### src/rtl/adder3_sequencer.sv
// adder3_sequencer: sequencing controller for a shared 3-bit ripple-carry adder.
// It collects operand A (with its mode bit) and then operand B over io_in.
// It drives the adder once for an add, or three times for a shift-add multiply.
// It registers a 6-bit result on io_out[5:0], with busy and done on io_out[7:6].
// Optional feature: define ADDER3_SEQ_ACCUM_EN to accumulate results mod 64
// instead of overwriting them.
module adder3_sequencer (
  input  logic [7:0] io_in,
  output logic [7:0] io_out
);

  localparam int DATA_W = 3;
  localparam int RES_W  = 6;

  typedef enum logic [2:0] {
    IDLE   = 3'd0,
    WAIT_B = 3'd1,
    ADD    = 3'd2,
    MUL0   = 3'd3,
    MUL1   = 3'd4,
    MUL2   = 3'd5,
    DONE   = 3'd6
  } state_t;

  logic              clk;
  logic              rst_n;
  logic              valid;
  logic              mode;
  logic [DATA_W-1:0] data;
  logic              clear;

  assign clk   = io_in[0];
  assign rst_n = io_in[1];
  assign valid = io_in[2];
  assign mode  = io_in[3];
  assign data  = io_in[6:4];
  assign clear = io_in[7];

  state_t            state;
  state_t            state_next;
  logic [DATA_W-1:0] op_a;
  logic [DATA_W-1:0] op_b;
  logic              mode_r;
  logic [RES_W-1:0]  prod;
  logic [RES_W-1:0]  result;
  logic [DATA_W-1:0] add_x;
  logic [DATA_W-1:0] add_y;
  logic [DATA_W:0]   add_sum;
  logic [RES_W-1:0]  prod_next;
  logic [RES_W-1:0]  final_x;
  logic [RES_W-1:0]  result_next;
  logic              final_wr;
  logic              busy;
  logic              done;

  // The single shared 3-bit adder; the carry-out becomes bit 3 of the sum.
  function automatic logic [DATA_W:0] add3(input logic [DATA_W-1:0] x,
                                           input logic [DATA_W-1:0] y);
    return {1'b0, x} + {1'b0, y};
  endfunction

  // State register, reset straight to IDLE.
  always_ff @(posedge clk or negedge rst_n) begin
    if (!rst_n) state <= IDLE;
    else        state <= state_next;
  end

  // Next-state logic; clear overrides every other transition.
  always_comb begin
    state_next = state;
    if (clear) begin
      state_next = IDLE;
    end else begin
      case (state)
        IDLE:    if (valid) state_next = WAIT_B;
        WAIT_B:  if (valid) state_next = mode_r ? MUL0 : ADD;
        ADD:     state_next = DONE;
        MUL0:    state_next = MUL1;
        MUL1:    state_next = MUL2;
        MUL2:    state_next = DONE;
        DONE:    state_next = IDLE;
        default: state_next = IDLE;
      endcase
    end
  end

  // Status outputs decoded purely from the state register.
  always_comb begin
    busy = (state != IDLE);
    done = (state == DONE);
  end

  // Steer the shared adder: A+B for add, or partial product plus gated A per multiply step.
  always_comb begin
    add_x = op_a;
    add_y = op_b;
    case (state)
      MUL0: begin
        add_x = prod[2:0];
        add_y = op_b[0] ? op_a : '0;
      end
      MUL1: begin
        add_x = prod[3:1];
        add_y = op_b[1] ? op_a : '0;
      end
      MUL2: begin
        add_x = prod[4:2];
        add_y = op_b[2] ? op_a : '0;
      end
      default: ;
    endcase
  end

  assign add_sum = add3(add_x, add_y);

  // Splice the adder output into the partial product and pick the value to write back.
  always_comb begin
    prod_next = prod;
    final_x   = {2'b00, add_sum};
    final_wr  = 1'b0;
    case (state)
      ADD:  final_wr = 1'b1;
      MUL0: prod_next[3:0] = add_sum;
      MUL1: prod_next[4:1] = add_sum;
      MUL2: begin
        prod_next[5:2] = add_sum;
        final_x        = prod_next;
        final_wr       = 1'b1;
      end
      default: ;
    endcase
  end

`ifdef ADDER3_SEQ_ACCUM_EN
  // Accumulate mode: the 6-bit sum wraps naturally mod 64.
  assign result_next = result + final_x;
`else
  assign result_next = final_x;
`endif

  // Operand capture, partial-product update and result write-back.
  always_ff @(posedge clk or negedge rst_n) begin
    if (!rst_n) begin
      op_a   <= '0;
      op_b   <= '0;
      mode_r <= 1'b0;
      prod   <= '0;
      result <= '0;
    end else if (clear) begin
      result <= '0;
    end else begin
      case (state)
        IDLE: if (valid) begin
          op_a   <= data;
          mode_r <= mode;
        end
        WAIT_B: if (valid) begin
          op_b <= data;
          prod <= '0;
        end
        MUL0, MUL1, MUL2: prod <= prod_next;
        default: ;
      endcase
      if (final_wr) result <= result_next;
    end
  end

  assign io_out = {done, busy, result};

endmodule

### config.mk
export PLATFORM = sky130hd
export DESIGN_NAME = adder3_sequencer
export DESIGN_NICKNAME = d
export VERILOG_FILES = /design/src/rtl/adder3_sequencer.sv
export SDC_FILE = /design/constraint.sdc
export NUM_CORES = 1
export LEC_CHECK = 0
export CORE_MARGIN = 5
export CORE_UTILIZATION = 28
export CTS_CLUSTER_SIZE = 28
export DETAILED_ROUTE_END_ITERATION = 10
export PLACE_DENSITY = 0.44
export SLEW_MARGIN = 20
export SYNTH_ARGS = -nofsm -noshare
export SYNTH_HDL_FRONTEND = slang
export SYNTH_SLANG_ARGS = --single-unit
### constraint.sdc
create_clock -name io_in -period 7.71 [get_ports io_in]
set_clock_uncertainty 0.1 [all_clocks]
set_input_delay 1.542 -clock io_in [delete_from_list [all_inputs] [get_ports io_in]]
set_output_delay 1.542 -clock io_in [all_outputs]
set_load 0.005 [all_outputs]
After elaboration in Yosys (flattened, before gate mapping). Cells that the tools add are included.

Bits in writable memories: 0. Memories kept: 0. Latch bits: 0. Register bits after elaboration: 21. Bits in read-only memories: 0. Logic and storage cells: 57. Output and inout bits: 8.

$add $sub $neg: 1. Equality and inequality tests: 13. Multipliers: 0. Shifts and indexed selects: 0. Div/mod/pow operators: 0. $lt $le $gt $ge: 0. Multiplexer cells: 20. Reduce and logical (&&, ||, !) cells: 13. Bitwise logic cells: 1.

Operators by type and width (count): $mux W3 (6); $mux W6 (3); $pmux W3 S3 (2); $reduce_and A4 Y1 (4); $pmux W3 S5 (1); $ne A3 B3 Y1 const B (4); $pmux W5 S2 (1); $eq A3 B3 Y1 const B (3); $eq A3 B2 Y1 const B (2); $pmux W2 S3 (1); $reduce_and A3 Y1 (2); $mux W5 (1); $add A3 B3 Y4 (1); $ne A2 B2 Y1 const B (2); $ne A4 B4 Y1 const B (1); $pmux W1 S2 (2); $reduce_bool A2 Y1 (2); $eq A3 B1 Y1 const B (1); $logic_not A3 Y1 (1); $mux W1 (3); $reduce_bool A3 Y1 (1); $reduce_or A3 Y1 (1); $reduce_and A2 Y1 (1); $reduce_or A2 Y1 (1); $not A1 Y1 (1).

Depth between registers and ports, before layout.
Word-level depth: 6. Depth in mapped cells: 14. Depth with buffers taken out: 11.

Worst setup path after synthesis. Ideal clock, no wire load.

Kind: register to register. Start point: register state[1]. End point: register prod[4]. Slack: 4.555 ns. Required time: 7.485 ns. Setup time: 0.125 ns. Arrival time: 2.930 ns. Stages on the path, launching flop included: 14. Period minus slack after synthesis: 3.155 ns. Cells stage by stage: dfrtp_1 > clkbuf_1 > inv_1 > ha_1 > clkbuf_1 > or2_1 > buf_2 > nor2_1 > a21oi_1 > ha_1 > fa_1 > xnor2_1 > a211oi_1 > mux2_2.

Word-level cells in the longest chain between the ends: 5.

Ends and longest elaborated chain: start: declaration (line 39) `state_t state;`; start signal: assignment (line 65) `else state <= state_next;`; $eq A3 B3 Y1 or $eq A3 B2 Y1 (tied branches) (line 97, 121, 152); $pmux W3 S3 (line 97) `case (state)`; $add A3 B3 Y4 (line 59) `return {1'b0, x} + {1'b0, y};`; $pmux W1 S2 (line 121) `case (state)`; $pmux W5 S2 (line 152) `case (state)`; end signal: assignment (line 161) `MUL0, MUL1, MUL2: prod <= prod_next;`; end: declaration (line 44) `logic [RES_W-1:0] prod;`.

Parallel ways exist; a longest one is shown, timed or not. A chain may end at the register's enable or synchronous reset.

==> flow_summary.json <==
{
  "multi_input_area_um2": 795,
  "final_max_slew_viol_count": 0,
  "startpoint_type": "clock port",
  "drv_cap": 0,
  "synth_top_family_by_area": "simple AND/OR/NAND/NOR gates",
  "clk_latency_ns": 0.26,
  "synth_mux_area_frac": 0.100,
  "rsz0062_at_grt": "no",
  "synth.top_cell.area_share": 0.376,
  "drc": 0,
  "antenna_found_initial": 0,
  "synth_cell_types": 39,
  "yosysWarnings": 0,
  "dp_hpwl_um": 2510,
  "dp_cells": 221,
  "drt-pass1-iter-count": 6,
  "overflow": 0,
  "drtAntennaViolNets": 0,
  "syn_nets": 171,
  "powerDensity_nw_per_um2": 555,
  "syn_avg_cell_area_um2": 8.89,
  "gp_congestion": 0.838,
  "rr_startpoint": "state[1]",
  "required_ns": 7.76,
  "final_common_cell": "clkbuf_8",
  "worstMarginPinSlew_ns": 0.838,
  "ys_ff_latch": 21,
  "crit_type": "clk2reg",
  "row_count": 25,
  "worst_ir_drop_vdd_uv": 338,
  "setup_viol": 0,
  "ys_top_cells_by_area": "dfrtp_1, mux2_2, a21oi_1, nand2_1, nor2_1",
  "endpoint_kind": "register",
  "path_clk_slew_ns": 0.09,
  "place_ws_ns": 2.92,
  "grt_pass1_wl_um": 8250,
  "worstReg2RegEnd": "prod[3]",
  "worst_ep_arrival_time_ns": 5.39,
  "tns_ns": 0,
  "grt_pass1_vias": 2091,
  "synthToLayoutAreaGrowth_pct": 72.2,
  "num_antenna_cells": 0,
  "failed_checks": "hold timing",
  "ys_seq_area_frac": 0.376,
  "cts_setup_buffers": 0,
  "final_cell_mix": "clkbuf_8, dfrtp_1, nand2_1, nor2_1, a21oi_1",
  "synth-simple-area-share": 0.221,
  "rr_worst_depth": 11,
  "relSlewSlack": 0.441,
  "pin_count": 16,
  "cts-hold-fix-buffers": 0,
  "synth_cells": 157,
  "synth_xor_xnor_area_share": 0.00627,
  "path_max_fanout": 4,
  "synth_top_area_cell": "dfrtp_1",
  "whs_ns": -0.426,
  "vias": 1499,
  "fin_cells": 288,
  "final_layout_size_suffix_gt1_frac": 0.321,
  "dieWidth_um": 80.6,
  "initialDrtViolationCount": 122,
  "p_leak_nw": 1.05,
  "regArea_um2": 526,
  "port_buffers": 8,
  "fin_nets": 224,
  "cts_resized": 0,
  "synth-compound-area-share": 0.182,
  "start_util": 0.292,
  "grt_start_max_net_pins": 24,
  "final_util": 0.502,
  "via_per_inst": 5.20,
  "cts_tree": "yes",
  "core_um2": 4790,
  "die_y_um": 80.6,
  "r2r_setup_slack_ns": 4.22,
  "nFillCells": 435,
  "track_usage": 0.212,
  "netlist_area_um2": 1400,
  "wl_per_cell_um": 17.2,
  "die_area_um2": 6500,
  "setup_ws_ns": 2.38,
  "finalHoldViolations": 23,
  "status": "finished, violations left",
  "drt-total-wl_um": 4960,
  "synth_fa_ha_area_frac": 0.0591,
  "hp-class": "clk2async"
}
worst max path at each step:
stage / startpoint / to / slack [ns] / cells past startpoint
2_1_floorplan: io_in[7] / op_b[0] / 2.95 / 3
3_3_place_gp: io_in[7] / op_b[0] / 2.92 / 3
3_5_place_dp: io_in[7] / op_b[0] / 2.92 / 3
4_1_cts: io_in[7] / prod[1] / 2.37 / 10
5_1_grt: io_in[7] / op_b[0] / 2.31 / 10
6_report: io_in[7] / prod[1] / 2.38 / 10
layout make-up:
cell class,instances,area share
multi-input combinational,121,0.330
timing repair buffer,8,0.0333
sequential,21,0.219
clock inverter,6,0.0338
clock buffer,62,0.344
inverter,3,0.00468
tap,67,0.0349
Yosys cell counts (all sizes together):
cell type / n
a22o: 1
nand3b: 2
o221ai: 1
clkbuf: 3
nand2: 18
or2: 2
a21o: 1
o211ai: 2
a21boi: 1
nor2b: 3
or3: 2
mux2: 8
o22ai: 2
buf: 8
and3b: 2
xnor2: 1
a21oi: 14
a2bb2oi: 2
o21ai: 9
nand4: 1
o31a: 1
a311oi: 2
nor2: 18
ha: 5
a211oi: 2
o21a: 2
nor3: 7
nor3b: 3
nand2b: 3
mux2i: 5
inv: 4
dfrtp: 21
fa: 1
sequential cells by signal, indices dropped and copies added (netlist names):
register / flops
mode_r: 1
prod: 5
op_a: 3
result: 6
state: 3
op_b: 3
worst max-delay path, cell delays in order:
cell,delay [ns]
clkbuf_8,0.11
clkbuf_8,0.14
clkbuf_16,0.15
a21oi_1,0.15
clkbuf_8,0.17
clkbuf_8,0.11
o221ai_1,0.10
clkbuf_8,0.18
clkbuf_8,0.12
o31a_1,0.29
metal layers:
layer | share of wire | track usage
met5 | 0 | 0.0364
met4 | 0.049 | 0.338
met3 | 0.15 | 0.303
met2 | 0.42 | 0.197
met1 | 0.39 | 0.132
stage by stage:
step	total power, mW	instance area, um2
finish	1.34	2400
global route	1.43	2400
CTS	1.38	2400
detailed placement	0.278	1500
global placement	0.278	1500
floorplan	0.291	1400
kinds of logic after synthesis:
kind of cell / count (synthesis)
simple gates: 61
compound gates: 40
flops: 21
buf+inv: 15
mux: 13
fa+ha+maj: 6
xor+xnor: 1
report_power, final:
group / switching (mW) / total (mW) / internal [mW]
logic: 0 / 0.000000186 / 0
clock network: 0.381 / 1.21 / 0.833
registers: 0 / 0.121 / 0.121
total: 0.381 / 1.33 / 0.954
No activity file was read; power rests on OpenSTA's default activity.
